$ cat config.mk
export PLATFORM = sky130hd
export DESIGN_NAME = serial_add
export DESIGN_NICKNAME = d
export VERILOG_FILES = /design/src/rtl/serial_add.sv
export SDC_FILE = /design/constraint.sdc
export NUM_CORES = 1
export LEC_CHECK = 0
export CORE_MARGIN = 2
export CORE_UTILIZATION = 30
export CTS_CLUSTER_DIAMETER = 60
export DETAILED_ROUTE_END_ITERATION = 8
export PLACE_DENSITY = 0.5
export SKIP_LAST_GASP = 1
export SLEW_MARGIN = 20
export SYNTH_ARGS = -nofsm -noshare
export SYNTH_HDL_FRONTEND = slang
export SYNTH_SLANG_ARGS = --single-unit
export TNS_END_PERCENT = 20
$ cat constraint.sdc
create_clock -name clk -period 4.3 [get_ports clk]
set_input_delay 0.43 -clock clk [delete_from_list [all_inputs] [get_ports clk]]
set_output_delay 0.43 -clock clk [all_outputs]
set_load 0.02 [all_outputs]
$ cat src/rtl/serial_add.sv
// Bit-serial adder: a + b + cin through one full-adder cell, LSB first, WIDTH cycles per result.
// Optional signed-overflow output enabled by defining SERIAL_ADD_OVF_EN.
module serial_add #(
   parameter int WIDTH = 8
) (
   input  logic             clk,
   input  logic             rst_n,
   input  logic             start,
   input  logic [WIDTH-1:0] a,
   input  logic [WIDTH-1:0] b,
   input  logic             cin,
   output logic             busy,
   output logic             done,
   output logic [WIDTH-1:0] sum,
   output logic             cout
`ifdef SERIAL_ADD_OVF_EN
   ,
   output logic             ovf
`endif
);

   localparam int CW = $clog2(WIDTH);

   typedef enum logic {
      IDLE = 1'b0,
      RUN  = 1'b1
   } state_t;

   state_t           state;
   state_t           state_nxt;
   logic [WIDTH-1:0] a_sh;
   logic [WIDTH-1:0] b_sh;
   logic [WIDTH-2:0] res_sh;
   logic             carry;
   logic [CW-1:0]    cnt;
   logic             load;
   logic             step;
   logic             last;
   logic             fa_s;
   logic             fa_co;
   logic [WIDTH-1:0] res_full;

   assign fa_s  = a_sh[0] ^ b_sh[0] ^ carry;
   assign fa_co = (a_sh[0] & b_sh[0]) | ((a_sh[0] ^ b_sh[0]) & carry);
   assign last  = (cnt == CW'(WIDTH - 1));

   // The newest bit enters at the MSB; on the final bit this is the complete sum.
   assign res_full = {fa_s, res_sh};

   always_ff @(posedge clk or negedge rst_n) begin
      if (!rst_n) begin
         state <= IDLE;
      end else begin
         state <= state_nxt;
      end
   end

   always_comb begin
      state_nxt = state;
      load      = 1'b0;
      step      = 1'b0;
      case (state)
         IDLE: begin
            if (start) begin
               load      = 1'b1;
               state_nxt = RUN;
            end
         end
         RUN: begin
            step = 1'b1;
            if (last) begin
               state_nxt = IDLE;
            end
         end
         default: state_nxt = IDLE;
      endcase
   end

   always_ff @(posedge clk or negedge rst_n) begin
      if (!rst_n) begin
         a_sh   <= '0;
         b_sh   <= '0;
         res_sh <= '0;
         carry  <= 1'b0;
         cnt    <= '0;
      end else if (load) begin
         a_sh   <= a;
         b_sh   <= b;
         res_sh <= '0;
         carry  <= cin;
         cnt    <= '0;
      end else if (step) begin
         a_sh   <= {1'b0, a_sh[WIDTH-1:1]};
         b_sh   <= {1'b0, b_sh[WIDTH-1:1]};
         res_sh <= res_full[WIDTH-1:1];
         carry  <= fa_co;
         cnt    <= cnt + CW'(1);
      end
   end

   // Results are written only on the completion edge so partial sums never leak out.
   always_ff @(posedge clk or negedge rst_n) begin
      if (!rst_n) begin
         busy <= 1'b0;
         done <= 1'b0;
         sum  <= '0;
         cout <= 1'b0;
      end else begin
         busy <= (state_nxt == RUN);
         done <= step & last;
         if (step && last) begin
            sum  <= res_full;
            cout <= fa_co;
         end
      end
   end

`ifdef SERIAL_ADD_OVF_EN
   // Carry into the MSB is the carry FF while the MSB is being processed.
   always_ff @(posedge clk or negedge rst_n) begin
      if (!rst_n) begin
         ovf <= 1'b0;
      end else if (step && last) begin
         ovf <= carry ^ fa_co;
      end
   end
`endif

endmodule

After elaboration in Yosys (flattened, before gate mapping):

Index checks and enable logic that the tools add are counted.

* flip-flop bits (word level): 38
* input port bits: 20
* output and inout bits: 11
* word-level logic and storage cells: 35

* add/subtract/negate cells: 1
* equal/unequal tests: 1
* mux-type cells: 15
* bitwise operators: 7
* reduce and logical (&&, ||, !) cells: 2

Operators by type and width (count)
* 2-to-1 mux 8 bit: 4
* 2-to-1 mux 7 bit: 2
* 2-to-1 mux 1 bit: 6
* 2-to-1 mux 3 bit: 2
* adder 3 x 1 -> 3 bit, second input constant: 1
* bitwise AND 1 bit: 3
* == test 3 bit, second input constant: 1
* case mux 1 bit (2 select lines): 1
* nonzero test 2 bit: 1
* XOR 1 bit: 2
* logical AND 1 bit: 1
* NOT 1 bit: 1
* bitwise OR 1 bit: 1

Longest topological paths before layout:

Gate-level depths: netlist (run 1).

* depth in word-level cells: 5
* mapped depth: 5

Least setup slack after synthesis (run 1):

No wires, ideal clock.

* kind: register to register
* from: register cnt[0]
* to: register cout
* library setup time: 0.125 ns
* data arrival time: 1.222 ns
* path slack: 2.953 ns
* stages on the path, launching flop included: 5
* period minus slack after synthesis: 1.347 ns
* path through: dfrtp_1 > ha_1 > ha_1 > nand2_4 > mux2_4

* word-level cells in the longest chain between the ends: 2

RTL lines
* from (decl): RTL line 35 `logic [CW-1:0] cnt;`
* from (signal assigned): RTL line 97 `cnt <= cnt + CW'(1);`
* == test 3 bit: RTL line 45 `assign last = (cnt == CW'(WIDTH - 1));`
* logical AND 1 bit: RTL line 111 `if (step && last) begin`
* to (signal assigned): RTL line 113 `cout <= fa_co;`
* to (decl): RTL line 15 `output logic cout`

No other way between the ends.
A chain may end at the register's enable or synchronous reset.

Final worst setup path (run 1):

* from: register busy
* to: output port busy

RTL lines
* from (decl): RTL line 12 `output logic busy,`
* from (signal assigned): RTL line 109 `busy <= (state_nxt == RUN);`

No word-level cell between the ends.

==> flow_metrics.py, run 1 <==
metrics = {
    "floorplan": {
        "rows": 27,
        "die_width_um": 78.8,
        "die-area_um2": 6210,
        "initial_utilization_pct": 30.9,
        "ios": 31,
        "die_y_um": 78.8,
        "coreArea_um2": 5440,
    },
    "route": {
        "drtPass1Iterations": 4,
        "wl_per_cell_um": 11.7,
        "viasPerCell": 4.35,
        "drc": 0,
        "antenna_left": 0,
        "vias": 1031,
        "wl_mm": 2.78,
        "drt_first_iter_violations": 78,
    },
    "min_path": {
        "min_path_type": "in2async",
    },
    "placed_design": {
        "numPortBuffers": 30,
        "post-dp-hpwl_mm": 1.81,
        "gp_congestion": 0.674,
        "pre_cts_slack_ns": 2.45,
    },
    "global_route": {
        "grt_use_total_pct": 10.1,
        "grt_pass1_vias": 1017,
        "globalRoute.totalOverflow": 0,
        "grt_max_degree": 53,
        "grt_pass1_wl_mm": 4.79,
        "antenna_found_initial": 0,
    },
    "final_layout": {
        "syn2layout_area_growth_pct": 24.9,
        "n_antenna_cell": 0,
        "fillCellCount": 536,
        "layout_common_cells": "dfrtp_1, clkdlybuf4s50_1, nand2_1, mux2i_1, o21ai_1",
        "drive_gt1_share_pct": 13.3,
        "fin_nets": 187,
        "layout_commonest_cell": "dfrtp_1",
    },
    "pwr": {
        "p_leak_uw": 0.000995,
        "power_density_nw_per_um2": 662,
        "ir_worst_vdd_mv": 0.212,
    },
    "timing": {
        "rsz0062_at_grt": "no",
        "tightest_slew_ns": 0.849,
        "slew_violations": 0,
        "max_freq_ghz": 0.465,
        "min_period_ns": 2.15,
        "tns_ns": 0,
        "whs_ns": 0.248,
        "worst_slack_ns": 2.15,
        "hold_violations": 0,
        "post-route-period-util_pct": 50.0,
        "clock_skew_ns": 0.00507,
        "setup_viol": 0,
        "slew_headroom_pct": 43.4,
    },
    "setup_path": {
        "cp-end-kind": "output pin",
        "critPathRequiredTime_ns": 3.87,
        "worstSetupStartpointType": "register",
        "cp_cell_sequence": "buf_4 > clkdlybuf4s50_1",
        "critical_path_buf_inv_count": 2,
        "worstPathArrival_ns": 1.72,
        "path_class": "reg2out",
        "critPathTopFamily": "buffers and inverters",
        "crit_slowest_cell": "clkdlybuf4s50_1",
        "cp_slowest_stage_delay_ns": 0.70,
        "path_max_fanout": 52,
    },
    "synth": {
        "synth_fp_nets": 158,
        "netlist_area_um2": 1680,
        "synth-seq-cells": 38,
        "synth.yosys.seq_area_share_pct": 56.6,
        "yosysWarnings": 0,
        "avgSynthCellArea_um2": 12.4,
        "synth_cell_types": 18,
        "synthCells": 135,
    },
    "clock_tree": {
        "clk_path_buf_depth": 2,
        "cts_buffers": 5,
        "cts_tree": "yes",
        "cts_hold_buf": 0,
        "cts-root-buf": "clkbuf_8",
        "cts_resized": 0,
        "htree_num_levels": 2,
        "cts.clk_slew.worst_paths_ns": 0.07,
        "cts_setup_buffers": 0,
        "clk_latency_ns": 0.29,
        "clock_sinks": 38,
    },
    "job": {
        "drv_cap": 0,
    },
    "status": {
        "status": "completed",
    },
}
## cells in the mapped netlist
cell      instances  area [um2]
buf_2             2        10.0
clkbuf_2          1        5.00
dfrtp_1          38         951
o21ai_1          18        90.1
fa_1              1        20.0
buf_4             1        7.51
nand2_4           1        11.3
mux2i_1          18         180
nor2_1            3        11.3
a22o_1            3        26.3
ha_1              2        25.0
buf_6             5        56.3
o21ai_0           3        15.0
nand2b_1          6        37.5
mux2_4            9         135
nand2_1          21        78.8
mux2_2            1        11.3
inv_1             2        7.51
## final cells by class
cell class	instances	area, um2	area share (%)
clock buffer	5	68.8	3.28
clock inverter	3	40.0	1.91
inverter	2	7.51	0.358
multi-input combinational	86	642	30.6
sequential	38	951	45.3
tap	72	90.1	4.30
timing repair buffer	31	298	14.2
## layer usage
metal	vias to the layer above	share of wire [%]	GRT usage, %
met1	494	46	13.0
met3	4	5.0	3.75
met4	0	1.6	5.17
met2	20	48	14.9
li1	513	-	-
met5	-	0	0
## flip-flops by register name, indices dropped and copies added (netlist names)
signal	cells
carry	1
done	1
res_sh	7
cnt	3
cout	1
busy	1
a_sh	8
b_sh	8
sum	8
## stage by stage
step | cell area, um2 | utilization (%) | std cells | total power [uW]
after floorplan | 1680 | - | 135 | 971
after global placement | 1990 | 36.6 | 229 | 1100
after detailed placement | 1990 | 36.6 | 229 | 1110
after CTS | 2100 | 38.6 | 237 | 1410
after global routing | 2100 | 38.6 | 237 | 1500
final | 2100 | 38.6 | 237 | 1390
## cell families after synthesis
family | share of synthesized area, %
flops | 56.6
buf+inv | 5.14
simple gates | 8.27
fa+ha+maj | 2.68
compound gates | 7.82
mux | 19.4
## final timing paths
check | from | depth (start not counted) | to | slack [ns]
max in group asynchronous | rst_n | 1 | b_sh[1]$_DFFE_PN0P_ | 3.53
hold / removal | rst_n | 1 | cnt[1]$_DFFE_PN0P_ | 0.25
hold reg to reg | a_sh[3]$_DFFE_PN0P_ | 2 | a_sh[2]$_DFFE_PN0P_ | 0.49
setup reg to reg | cnt[0]$_DFFE_PN0P_ | 4 | cout$_DFFE_PN0P_ | 2.87
min in group clk | a_sh[3]$_DFFE_PN0P_ | 2 | a_sh[2]$_DFFE_PN0P_ | 0.49
setup / recovery | busy$_DFF_PN0_ | 2 | busy | 2.15
## report_power, final
group	switching, uW	internal (uW)
clock network	123	171
logic	248	262
registers	81.6	503
total	453	935
(Power assumes the default switching activity.)
==> run 2, diff against run 1 <==
--- a/config.mk
+++ b/config.mk
@@ -9,7 +9,7 @@
 export CORE_UTILIZATION = 30
 export CTS_CLUSTER_DIAMETER = 60
 export DETAILED_ROUTE_END_ITERATION = 8
-export PLACE_DENSITY = 0.5
+export PLACE_DENSITY = 0.52
 export SKIP_LAST_GASP = 1
 export SLEW_MARGIN = 20
 export SYNTH_ARGS = -nofsm -noshare
==> constraint.sdc (replaced) <==
create_clock -name clk -period 1.95 [get_ports clk]
set_input_delay 0.195 -clock clk [delete_from_list [all_inputs] [get_ports clk]]
set_output_delay 0.195 -clock clk [all_outputs]
set_load 0.02 [all_outputs]
==> flow_metrics.py, run 2 (synthesis gave the netlist of run 1 again) <==
metrics = {
    "timing": {
        "slew_violations": 0,
        "post-route-period-util_pct": 74.9,
        "setup_viol": 0,
        "hold_violations": 0,
        "tightest_slew_ns": 0.831,
        "max_freq_ghz": 0.685,
        "clock_skew_ns": 0.00369,
        "min_period_ns": 1.46,
        "tns_ns": 0,
        "worst_slack_ns": 0.489,
        "slew_headroom_pct": 44.6,
        "rsz0062_at_grt": "no",
    },
    "floorplan": {
        "die-area_um2": 6210,
        "coreArea_um2": 5440,
        "ios": 31,
        "rows": 27,
        "die_width_um": 78.8,
        "die_y_um": 78.8,
        "initial_utilization_pct": 30.9,
    },
    "global_route": {
        "globalRoute.totalOverflow": 0,
        "grt_use_total_pct": 10.5,
        "grt_max_degree": 39,
        "grt_pass1_wl_mm": 4.97,
        "antenna_found_initial": 0,
        "grt_pass1_vias": 1108,
    },
    "setup_path": {
        "path_class": "reg2out",
        "worstSetupStartpointType": "register",
        "path_max_fanout": 2,
        "critPathTopFamily": "buffers and inverters",
        "worstPathArrival_ns": 1.27,
        "cp_cell_sequence": "clkdlybuf4s50_1",
        "cp-end-kind": "output pin",
        "cp_slowest_stage_delay_ns": 0.61,
        "crit_slowest_cell": "clkdlybuf4s50_1",
        "critical_path_buf_inv_count": 1,
        "critPathRequiredTime_ns": 1.75,
    },
    "final_layout": {
        "n_antenna_cell": 0,
        "reg_top3": "a_sh (8), b_sh (8), sum (8)",
        "fin_nets": 189,
        "drive_gt1_share_pct": 13.2,
        "finish.instance_area_um2": 2100,
        "layout_common_cells": "dfrtp_1, clkdlybuf4s50_1, nand2_1, mux2i_1, o21ai_1",
        "layout_commonest_cell": "dfrtp_1",
        "fillCellCount": 534,
        "syn2layout_area_growth_pct": 25.0,
        "instances_no_fill": 239,
    },
    "clock_tree": {
        "clk_path_buf_depth": 2,
        "cts.clk_slew.worst_paths_ns": 0.07,
        "cts_tree": "yes",
        "htree_num_levels": 2,
        "cts_setup_buffers": 0,
        "cts_resized": 0,
        "cts_hold_buf": 0,
        "clk_latency_ns": 0.28,
        "cts-root-buf": "clkbuf_8",
        "cts_buffers": 5,
        "clock_sinks": 38,
    },
    "placed_design": {
        "post-dp-hpwl_mm": 1.99,
        "pre_cts_slack_ns": 0.398,
        "gp_congestion": 0.708,
        "dpl.cell_count": 231,
        "numPortBuffers": 30,
        "placed_area_um2": 2010,
    },
    "route": {
        "viasPerCell": 4.46,
        "drtPass1Iterations": 4,
        "drc": 0,
        "wl_mm": 2.90,
        "vias": 1066,
        "wl_per_cell_um": 12.1,
        "antenna_left": 0,
        "drt_first_iter_violations": 63,
    },
    "pwr": {
        "p_leak_uw": 0.000994,
        "total_power_uw": 3010,
        "power_density_nw_per_um2": 1430,
        "ir_worst_vdd_mv": 0.475,
    },
    "min_path": {
        "min_path_type": "in2async",
    },
    "job": {
        "drv_cap": 0,
    },
    "status": {
        "status": "completed",
    },
}
==> run 2: cell count changes in the layout (fill, tap and decap cells not counted) <==
cell | before | now
buf_2 | 2 | 1
clkbuf_8 | 5 | 6
clkinv_2 | 2 | 1
bufinv_16 | 1 | 0
clkdlybuf4s50_1 | 28 | 29
clkbuf_1 | 0 | 1
buf_4 | 1 | 3
==> run 2: path summary, 6_finish.rpt <==
path                                        to  slack (ns)                 from  cells after the start
hold / removal             a_sh[3]$_DFFE_PN0P_       0.008                rst_n                      1
min in group clk           b_sh[4]$_DFFE_PN0P_        0.49  b_sh[5]$_DFFE_PN0P_                      2
hold reg to reg            b_sh[4]$_DFFE_PN0P_        0.49  b_sh[5]$_DFFE_PN0P_                      2
setup / recovery                          cout        0.49     cout$_DFFE_PN0P_                      1
setup reg to reg            sum[2]$_DFFE_PN0P_        0.51   cnt[0]$_DFFE_PN0P_                      4
max in group asynchronous    carry$_DFFE_PN0P_        1.42                rst_n                      1
==> run 2: through the flow <==
step | utilization [%] | hold slack [ns]
CTS | 38.6 | 0.0408
global placement | 36.9 | 0.343
finish | 38.6 | 0.00807
detailed placement | 36.9 | 0.355
floorplan | - | -0.101
global route | 38.6 | 0.0683
==> run 2: cell type report <==
class                           instances  area, um2  share of cell area (%)
Tap cell                               72       90.1                    4.29
Inverter                                2       7.51                   0.358
Timing Repair Buffer                   33        318                    15.1
Clock buffer                            7       86.3                    4.11
Multi-Input combinational cell         86        642                    30.6
Sequential cell                        38        951                    45.3
Clock inverter                          1       5.00                   0.238
==> run 2: per-layer routing <==
| metal | vias up | track usage [%] | share of wire, % |
|---|---|---|---|
| met4 | 0 | 5.17 | 1.8 |
| li1 | 518 | - | - |
| met3 | 5 | 3.52 | 3.5 |
| met2 | 19 | 17.4 | 48 |
| met1 | 524 | 12.1 | 46 |
| met5 | - | 0 | 0 |
==> run 2: power by group <==
part	leakage, uW	internal (uW)	total [uW]	switching, uW
Sequential	0.000495	1110	1300	193
Clock	0.0000482	285	550	265
Combinational	0.000451	596	1160	563
Total	0.000994	1990	3010	1020
==> run 3, diff against run 2 <==
--- a/config.mk
+++ b/config.mk
@@ -9,7 +9,7 @@
 export CORE_UTILIZATION = 30
 export CTS_CLUSTER_DIAMETER = 60
 export DETAILED_ROUTE_END_ITERATION = 8
-export PLACE_DENSITY = 0.52
+export PLACE_DENSITY = 0.5
 export SKIP_LAST_GASP = 1
 export SLEW_MARGIN = 20
 export SYNTH_ARGS = -nofsm -noshare
==> constraint.sdc (replaced) <==
create_clock -name clk -period 1.45 [get_ports clk]
set_input_delay 0.145 -clock clk [delete_from_list [all_inputs] [get_ports clk]]
set_output_delay 0.145 -clock clk [all_outputs]
set_load 0.02 [all_outputs]
==> flow_metrics.py, run 3 (synthesis gave the netlist of run 1 again) <==
metrics = {
    "status": {
        "status": "completed",
    },
    "timing": {
        "slew_headroom_pct": 75.2,
        "tns_ns": 0,
        "tightest_slew_ns": 0.373,
        "clock_skew_ns": 0.00531,
        "whs_ns": 0.302,
        "min_period_ns": 1.41,
        "hold_violations": 0,
        "max_freq_ghz": 0.707,
        "setup_viol": 0,
        "slew_violations": 0,
        "rsz0062_at_grt": "yes",
        "post-route-period-util_pct": 97.5,
    },
    "final_layout": {
        "fillCellCount": 533,
        "fin_nets": 192,
        "drive_gt1_share_pct": 15.3,
        "syn2layout_area_growth_pct": 31.1,
        "n_antenna_cell": 0,
        "layout_common_cells": "dfrtp_1, clkdlybuf4s50_1, nand2_1, mux2i_1, o21ai_1",
        "reg_top3": "a_sh (8), b_sh (8), sum (8)",
        "layout_commonest_cell": "dfrtp_1",
    },
    "pwr": {
        "power_frac_seq_pct": 40.4,
        "power_density_nw_per_um2": 2000,
        "p_comb_share_pct": 35.6,
        "p_sw_uw": 1410,
        "ir_worst_vdd_mv": 0.780,
        "power.share.clock_pct": 24.0,
        "p_int_uw": 2990,
        "p_leak_uw": 0.00103,
        "switching_share_pct": 32.0,
    },
    "placed_design": {
        "post-dp-hpwl_mm": 2.08,
        "numPortBuffers": 30,
        "gp_congestion": 0.683,
    },
    "setup_path": {
        "critPathRequiredTime_ns": 1.31,
        "path_max_fanout": 2,
        "cp_slowest_stage_delay_ns": 0.61,
        "r2r_cells": 4,
        "rr_startpoint": "cnt[0]$_DFFE_PN0P_",
        "worstSetupStartpointType": "register",
        "crit_slowest_cell": "clkdlybuf4s50_1",
        "cp_cell_sequence": "clkdlybuf4s50_1",
        "critical_path_buf_inv_count": 1,
        "reg2reg_to": "sum[6]$_DFFE_PN0P_",
        "worstPathArrival_ns": 1.27,
        "critPathTopFamily": "buffers and inverters",
        "cp-end-kind": "output pin",
        "r2r_slack_ns": 0.08,
        "path_class": "reg2out",
    },
    "global_route": {
        "grt_use_total_pct": 11.0,
        "grt_pass1_vias": 1114,
        "grt_pass1_wl_mm": 5.28,
        "antenna_found_initial": 0,
        "globalRoute.totalOverflow": 0,
        "grt_max_degree": 29,
    },
    "clock_tree": {
        "clock_sinks": 38,
        "clk_path_buf_depth": 2,
        "cts_tree": "yes",
        "cts-root-buf": "clkbuf_8",
        "cts_buffers": 5,
        "cts.clk_slew.worst_paths_ns": 0.08,
        "htree_num_levels": 2,
        "clk_latency_ns": 0.28,
    },
    "floorplan": {
        "rows": 27,
        "die_y_um": 78.8,
        "coreArea_um2": 5440,
        "die_width_um": 78.8,
        "die-area_um2": 6210,
        "ios": 31,
        "initial_utilization_pct": 30.9,
    },
    "route": {
        "drt_first_iter_violations": 87,
        "antenna_left": 0,
        "vias": 1063,
        "viasPerCell": 4.39,
        "drc": 0,
        "wl_mm": 3.04,
        "drtPass1Iterations": 4,
        "wl_per_cell_um": 12.6,
    },
    "job": {
        "drv_cap": 0,
    },
    "min_path": {
        "min_path_type": "in2async",
    },
}
[run 3: how the worst max path moves through the flow]
stage / cells past startpoint / slack, ns / start / endpoint
6_report: 1 / 0.04 / sum[7]$_DFFE_PN0P_ / sum[7]
5_1_grt: 1 / -0.02 / sum[7]$_DFFE_PN0P_ / sum[7]
4_1_cts: 4 / 0.006 / cnt[0]$_DFFE_PN0P_ / sum[6]$_DFFE_PN0P_
3_5_place_dp: 4 / 0.02 / cnt[0]$_DFFE_PN0P_ / sum[0]$_DFFE_PN0P_
3_3_place_gp: 4 / 0.05 / cnt[0]$_DFFE_PN0P_ / cout$_DFFE_PN0P_
2_1_floorplan: 4 / 0.10 / cnt[0]$_DFFE_PN0P_ / cout$_DFFE_PN0P_
[run 3: through the flow]
| stage | instances | worst slack [ns] | instance area, um2 | utilization (%) | total power [uW] |
|---|---|---|---|---|---|
| CTS | 241 | 0.00599 | 2190 | 40.2 | 4450 |
| detailed placement | 232 | 0.0169 | 2040 | 37.5 | 3370 |
| global placement | 232 | 0.0530 | 2040 | 37.5 | 3300 |
| finish | 242 | 0.0360 | 2200 | 40.5 | 4400 |
| global route | 242 | -0.0203 | 2200 | 40.5 | 4760 |
| floorplan | 135 | 0.103 | 1680 | - | 2880 |
[run 3: power groups by stage]
stage / logic [uW] / clock network (uW) / registers (uW)
3_5_place_dp: 1580 / 0 / 1790
3_3_place_gp: 1530 / 0 / 1770
6_report: 1570 / 1060 / 1780
4_1_cts: 1580 / 1100 / 1770
2_1_floorplan: 1020 / 0 / 1860
5_1_grt: 1740 / 1160 / 1850
[run 3: timing repair]
| item | 4_1_cts | 5_1_grt |
|---|---|---|
| gates cloned | 0 | 1 |
| hold buffers | 1 | 0 |
| setup endpoints to repair | 1 | 15 |
| hold endpoints to repair | 14 | 0 |
| setup buffers | 0 | 0 |
| pin swaps | 0 | 1 |
| gates resized for setup | 1 | 2 |
[run 3: cell type report]
cell class	count	area (um2)	share of cell area, %
Sequential cell	38	951	43.2
Multi-Input combinational cell	87	656	29.8
Timing Repair Buffer	35	359	16.3
Tap cell	72	90.1	4.09
Clock buffer	5	68.8	3.13
Clock inverter	3	68.8	3.13
Inverter	2	7.51	0.341
[run 3: layer usage]
metal  part of all wire [%]  up-vias  global-route usage, %
li1                       -      530                      -
met1                     43      509                   13.5
met2                     51       22                   18.1
met3                    5.3        2                   3.64
met4                   0.62        0                   3.62
met5                      0        -                      0
